## src/rtl/flash_clkrst_pkg.sv

```systemverilog
// Shared types and defaults for the flash clock/reset retimer.
// FSM encoding, default geometry and the monitor counter width.
package flash_clkrst_pkg;

    typedef enum logic [1:0] {
        RUN    = 2'd0,
        FROZEN = 2'd1,
        REFILL = 2'd2
    } fsm_state_t;

    localparam int DEF_N_S       = 12;
    localparam int DEF_S_N       = 3;
    localparam int DEF_STAGES    = 2;
    localparam int DEF_MIN_PULSE = 4;
    localparam int MON_W         = 16;

endpackage

```

## src/rtl/flash_clkrst_retimer_stretch.sv

```systemverilog
// Output register for one active-high reset lane: holds the lane high for
// MIN_PULSE extra advances after its pipelined bit falls (retriggerable).
module clkrst_lane_stretch
    import flash_clkrst_pkg::*;
#(
    parameter int MIN_PULSE = DEF_MIN_PULSE
) (
    input  logic clk,
    input  logic srst,
    input  logic en,
    input  logic pipe_bit,
    output logic out_bit
);

    localparam logic [7:0] LOAD = 8'(MIN_PULSE);

    logic [7:0] cnt_reg;
    logic       out_reg;

    // Reset behaves like a pipelined 1, so the lane is stretched out of reset too.
    always_ff @(posedge clk) begin
        if (srst) begin
            cnt_reg <= LOAD;
            out_reg <= 1'b1;
        end else if (en) begin
            if (pipe_bit) begin
                cnt_reg <= LOAD;
                out_reg <= 1'b1;
            end else if (cnt_reg != 8'd0) begin
                cnt_reg <= cnt_reg - 8'd1;
                out_reg <= 1'b1;
            end else begin
                out_reg <= 1'b0;
            end
        end
    end

    assign out_bit = out_reg;

endmodule

```

## src/rtl/flash_clkrst_retimer.sv

```systemverilog
// Registered clock/reset lane buffer with freeze/refill handshake and reset stretching.
// Optional per-lane toggle monitor enabled by defining FLASH_CLKRST_MON_EN.
module flash_clkrst_retimer
    import flash_clkrst_pkg::*;
#(
    parameter int             N_S        = DEF_N_S,
    parameter int             S_N        = DEF_S_N,
    parameter int             STAGES     = DEF_STAGES,
    parameter logic [N_S-1:0] RST_MASK_S = '0,
    parameter logic [S_N-1:0] RST_MASK_N = '0,
    parameter int             MIN_PULSE  = DEF_MIN_PULSE
) (
    input  logic             wb_clk_i,
    input  logic             wb_rst_i,
    input  logic [N_S-1:0]   in_n,
    input  logic [S_N-1:0]   in_s,
    output logic [N_S-1:0]   out_s,
    output logic [S_N-1:0]   out_n,
    input  logic             hold_req,
    output logic             hold_ack,
    input  logic [4:0]       mon_sel,
    output logic [MON_W-1:0] mon_cnt
);

    localparam int LANES = N_S + S_N;
    localparam int RW    = $clog2(STAGES + 1);
    localparam logic [RW-1:0]    REFILL_LAST = RW'(STAGES - 1);
    localparam logic [LANES-1:0] LANE_MASK   = {RST_MASK_N, RST_MASK_S};

    fsm_state_t       state_reg;
    logic [RW-1:0]    refill_cnt_reg;
    logic             hold_ack_reg;
    logic             pipe_en;
    logic             out_en;
    logic [LANES-1:0] lane_in;
    logic [LANES-1:0] pipe_bits;
    logic [LANES-1:0] out_lanes;

    // Both directions share one lane vector: south lanes low, north lanes high.
    assign lane_in = {in_s, in_n};

    // The last refill edge also reloads the outputs, so resume costs no extra cycle.
    always_comb begin
        pipe_en = !hold_req && (state_reg == RUN || state_reg == REFILL);
        out_en  = !hold_req && (state_reg == RUN ||
                  (state_reg == REFILL && refill_cnt_reg == REFILL_LAST));
    end

    always_ff @(posedge wb_clk_i) begin
        if (wb_rst_i) begin
            state_reg      <= RUN;
            refill_cnt_reg <= '0;
            hold_ack_reg   <= 1'b0;
        end else begin
            case (state_reg)
                RUN: begin
                    if (hold_req) begin
                        state_reg    <= FROZEN;
                        hold_ack_reg <= 1'b1;
                    end
                end
                FROZEN: begin
                    if (!hold_req) begin
                        state_reg      <= REFILL;
                        refill_cnt_reg <= '0;
                    end
                end
                REFILL: begin
                    if (hold_req) begin
                        state_reg <= FROZEN;
                    end else if (refill_cnt_reg == REFILL_LAST) begin
                        state_reg    <= RUN;
                        hold_ack_reg <= 1'b0;
                    end else begin
                        refill_cnt_reg <= refill_cnt_reg + RW'(1);
                    end
                end
                default: begin
                    state_reg    <= RUN;
                    hold_ack_reg <= 1'b0;
                end
            endcase
        end
    end

    assign hold_ack = hold_ack_reg;

    // STAGES-1 plain stages; the lane output register forms the final stage.
    generate
        if (STAGES == 1) begin : g_nopipe
            assign pipe_bits = lane_in;
        end else begin : g_pipe
            logic [LANES-1:0] pipe_reg [STAGES-1];
            always_ff @(posedge wb_clk_i) begin
                if (wb_rst_i) begin
                    for (int i = 0; i < STAGES - 1; i++) pipe_reg[i] <= '0;
                end else if (pipe_en) begin
                    pipe_reg[0] <= lane_in;
                    for (int i = 1; i < STAGES - 1; i++) pipe_reg[i] <= pipe_reg[i-1];
                end
            end
            assign pipe_bits = pipe_reg[STAGES-2];
        end
    endgenerate

    genvar gi;
    generate
        for (gi = 0; gi < LANES; gi++) begin : g_lane
            if (LANE_MASK[gi]) begin : g_str
                clkrst_lane_stretch #(.MIN_PULSE(MIN_PULSE)) u_stretch (
                    .clk      (wb_clk_i),
                    .srst     (wb_rst_i),
                    .en       (out_en),
                    .pipe_bit (pipe_bits[gi]),
                    .out_bit  (out_lanes[gi])
                );
            end else begin : g_plain
                logic out_reg;
                always_ff @(posedge wb_clk_i) begin
                    if (wb_rst_i)    out_reg <= 1'b0;
                    else if (out_en) out_reg <= pipe_bits[gi];
                end
                assign out_lanes[gi] = out_reg;
            end
        end
    endgenerate

    assign out_s = out_lanes[N_S-1:0];
    assign out_n = out_lanes[LANES-1:N_S];

`ifdef FLASH_CLKRST_MON_EN
    logic [MON_W-1:0] tog_cnt [LANES];
    logic [LANES-1:0] out_prev_reg;
    logic [MON_W-1:0] mon_mux;
    logic [MON_W-1:0] mon_cnt_reg;

    // Outputs never move while frozen, so the counters hold without extra gating.
    always_ff @(posedge wb_clk_i) begin
        if (wb_rst_i) out_prev_reg <= LANE_MASK;
        else          out_prev_reg <= out_lanes;
    end

    for (gi = 0; gi < LANES; gi++) begin : g_mon
        logic [MON_W-1:0] cnt_reg;
        always_ff @(posedge wb_clk_i) begin
            if (wb_rst_i)
                cnt_reg <= '0;
            else if (out_lanes[gi] != out_prev_reg[gi] && cnt_reg != '1)
                cnt_reg <= cnt_reg + MON_W'(1);
        end
        assign tog_cnt[gi] = cnt_reg;
    end

    always_comb begin
        mon_mux = '0;
        for (int i = 0; i < LANES; i++) begin
            if (int'(mon_sel) == i) mon_mux = tog_cnt[i];
        end
    end

    always_ff @(posedge wb_clk_i) begin
        if (wb_rst_i) mon_cnt_reg <= '0;
        else          mon_cnt_reg <= mon_mux;
    end

    assign mon_cnt = mon_cnt_reg;
`else
    logic mon_sel_unused;
    assign mon_sel_unused = ^mon_sel;
    assign mon_cnt = '0;
`endif

endmodule

```

## config.mk

```make
export PLATFORM = sky130hd
export DESIGN_NAME = flash_clkrst_retimer
export DESIGN_NICKNAME = d
export VERILOG_FILES = /design/src/rtl/flash_clkrst_pkg.sv /design/src/rtl/flash_clkrst_retimer_stretch.sv /design/src/rtl/flash_clkrst_retimer.sv
export SDC_FILE = /design/constraint.sdc
export NUM_CORES = 1
export LEC_CHECK = 0
export ABC_CLOCK_PERIOD_IN_PS = 2700
export BUFFER_PORTS_ARGS = -buffer_cell sky130_fd_sc_hd__buf_2
export CAP_MARGIN = 30
export CORE_MARGIN = 8
export CORE_UTILIZATION = 50
export DETAILED_ROUTE_END_ITERATION = 6
export PLACE_DENSITY = 0.76
export SYNTH_ARGS = -nofsm -noshare
export SYNTH_HDL_FRONTEND = slang
export SYNTH_SLANG_ARGS = --single-unit
```

## constraint.sdc

```tcl
create_clock -name wb_clk_i -period 2.7 [get_ports wb_clk_i]
set_clock_uncertainty 0.15 [all_clocks]
set_input_delay 0.135 -clock wb_clk_i [delete_from_list [all_inputs] [get_ports wb_clk_i]]
set_output_delay 0.135 -clock wb_clk_i [all_outputs]
set_load 0.01 [all_outputs]
```

==> out/results.ini <==
[run_status]
status = finished clean

[yosys]
ys_types = 29
netlist_instances = 166
ys_seq_elements = 35
synth.area.top_cells = edfxtp_1 27%, dfxtp_1 24%, buf_4 14%, a21oi_1 5.7%, and2_1 5.6%
async_flop_share_pct = 0
seq_area_frac_synth_pct = 50.60
synth_edf_count = 15
syn-cell-area_mm2 = 0.001682
synth.top_cell.area_share_pct = 26.79
synth_ff_type = dfxtp_1
yosys_warnings = 0
yosysTopAreaCell = edfxtp_1
avgSynthCellArea_um2 = 10.13

[drt]
drt-total-wl_um = 3041
drcViolationCount = 0
final_antenna_net_count = 0
firstDrtPassIters = 4
vias = 1150
drt-initial-drc-count = 112
wire_per_inst_um = 12.41
vias_per_cell = 4.694

[die]
die_h_um = 74.00
dieWidth_um = 74.00
start_util_pct = 51.20
dieArea_mm2 = 0.005475
core_area_mm2 = 0.003284
io_pins = 55
rows = 21

[worst_setup_path]
r2r_cells = 3
slowest_stage = dlygate4sd3_1
worstPathRequired_ps = 2500
setup.worst_path.end_class = flop
timing.rr.end = g_pipe.pipe_reg[0][2]
worstPathCellList = dlygate4sd3_1 > buf_2 > or2_1 > buf_4 > nand2b_1
crit_path_max_fanout = 17
r2r_slack_ps = 840
slowest_delay_ps = 530
critPathKind = in2reg
r2r-start = state_reg[0]
start_kind = primary input
worstPathArrival_ps = 1730

[final_layout]
final_common_cell = buf_2
fin_nets = 223
drive_above_1_share_pct = 21.61
final_cell_mix = 33 x buf_2, 20 x dfxtp_1, 19 x a21oi_1
layout.area.seq_um2 = 850.8
postLayoutCellArea_mm2 = 0.001879
stdcell_count = 245
antennaDiodeCount = 0
area_delta_synth_final_pct = 11.76
multiInputGateArea_um2 = 569.3
nFillCells = 284

[sta]
slew_viol_final = 0
timing.fmax_ghz = 0.5179
hold_viol = 0
finalSetupTns_ps = 0
period_needed_ps = 1931
finalSetupViolations = 0
rsz0062_at_grt = false
tightest_slew_ps = 646.9
fin_crit_sh_pct = 71.51
relSlewSlack_pct = 56.87
setup_slack_ps = 769.2

[power_and_ir_drop]
max-vdd-ir-drop_mv = 0.2788
power_leakage_nw = 0.7923
power_density_mw_per_mm2 = 518.6

[min_path]
min_to = g_lane[13].g_plain.out_reg
min_path_cells = 2
hp-start = wb_rst_i
min_path_type = in2reg

[clock_tree]
post_cts_buffers = 0
numCtsBuffers = 5
clk_pin_slew_worst_paths_ps = 100
cts.sinks = 35
clk_latency_ps = 320
cts_root_buf = clkbuf_4
hold_buffers = 16
cts.repair.resized = 0
cts_tree = built
cts_buffer_depth = 2
htreeDepth = 2

[placed_design]
place_congestion = 0.7495
dpl_worst_slack_ps = 858.2
place_area_mm2 = 0.001669
hpwl_um = 2272
placedCellCount = 221
io_buffers = 33

[global_route]
grt_pass1_vias = 1077
grt_usage_pct = 11.42
overflow = 0
grt_pass1_wl_um = 4850
antenna_found_initial = 0
grt_max_degree = 24

[flow_run]
maxCapViolations = 0

worst max-delay path by stage:
stage	start	end	slack, ps	depth (start not counted)
finish	hold_req	g_pipe.pipe_reg[0][2]	770	5
global route	hold_req	g_pipe.pipe_reg[0][5]	680	5
CTS	hold_req	g_pipe.pipe_reg[0][10]	780	5
detailed placement	state_reg[0]	g_pipe.pipe_reg[0][0]	860	3
global placement	state_reg[0]	g_pipe.pipe_reg[0][11]	910	3
floorplan	state_reg[0]	g_pipe.pipe_reg[0][0]	900	5
power breakdown:
group,internal [mW],total [mW],switching (mW)
Clock,0.101,0.253,0.152
Combinational,0.0538,0.124,0.0703
Sequential,0.584,0.597,0.0138
per-stage QoR:
| stage | utilization [%] | power, mW | hold WS (ps) |
|---|---|---|---|
| 2_1_floorplan | - | 0.7124 | 64.31 |
| 3_3_place_gp | 50.82 | 0.7082 | 255.2 |
| 3_5_place_dp | 50.82 | 0.7149 | 265.4 |
| 4_1_cts | 57.22 | 0.9834 | 82.18 |
| 5_1_grt | 57.22 | 1.023 | 97.02 |
| 6_report | 57.22 | 0.9745 | 102.4 |
layer usage:
metal,vias to the layer above,wire [um],GRT usage [%]
met5,-,0,0
met4,0,40,6.430
met3,7,307,4.178
met2,49,1384,17.29
met1,506,1307,13.66
li1,588,-,-
Yosys cell counts, types with 2 or more instances:
cell type	count
a21oi_1	19
and2_1	15
buf_2	2
buf_4	31
buf_6	4
clkbuf_1	3
dfxtp_1	20
edfxtp_1	15
ha_1	2
inv_1	5
nand2b_1	2
nand3_1	15
nor4b_1	2
o21ai_0	7
o21ai_1	9
o32ai_1	2
worst max-delay path: cells and delay by family:
kind	cells	cell delay (ps)
and+or+nand+nor	2	700
buffers and inverters	3	900
cells by family (layout without fill, tap and decap cells):
kind of cell | Yosys count | after routing | share of synthesized area (%)
AOI/OAI and AO/OA | 40 | 40 | 12.87
adders and majority gates | 2 | 2 | 1.488
buffers and inverters | 45 | 63 | 18.90
DFF | 35 | 35 | 50.59
other | 1 | 16 | 0.2230
and+or+nand+nor | 43 | 43 | 15.92
final cells by class:
type,instances,area share (%)
Sequential cell,35,45.27
Multi-Input combinational cell,101,30.29
Timing Repair Buffer,50,17.71
Tap cell,46,3.063
Clock buffer,7,2.397
Inverter,5,0.9987
Clock inverter,1,0.2663
Power figures use the tool's default switching activity.
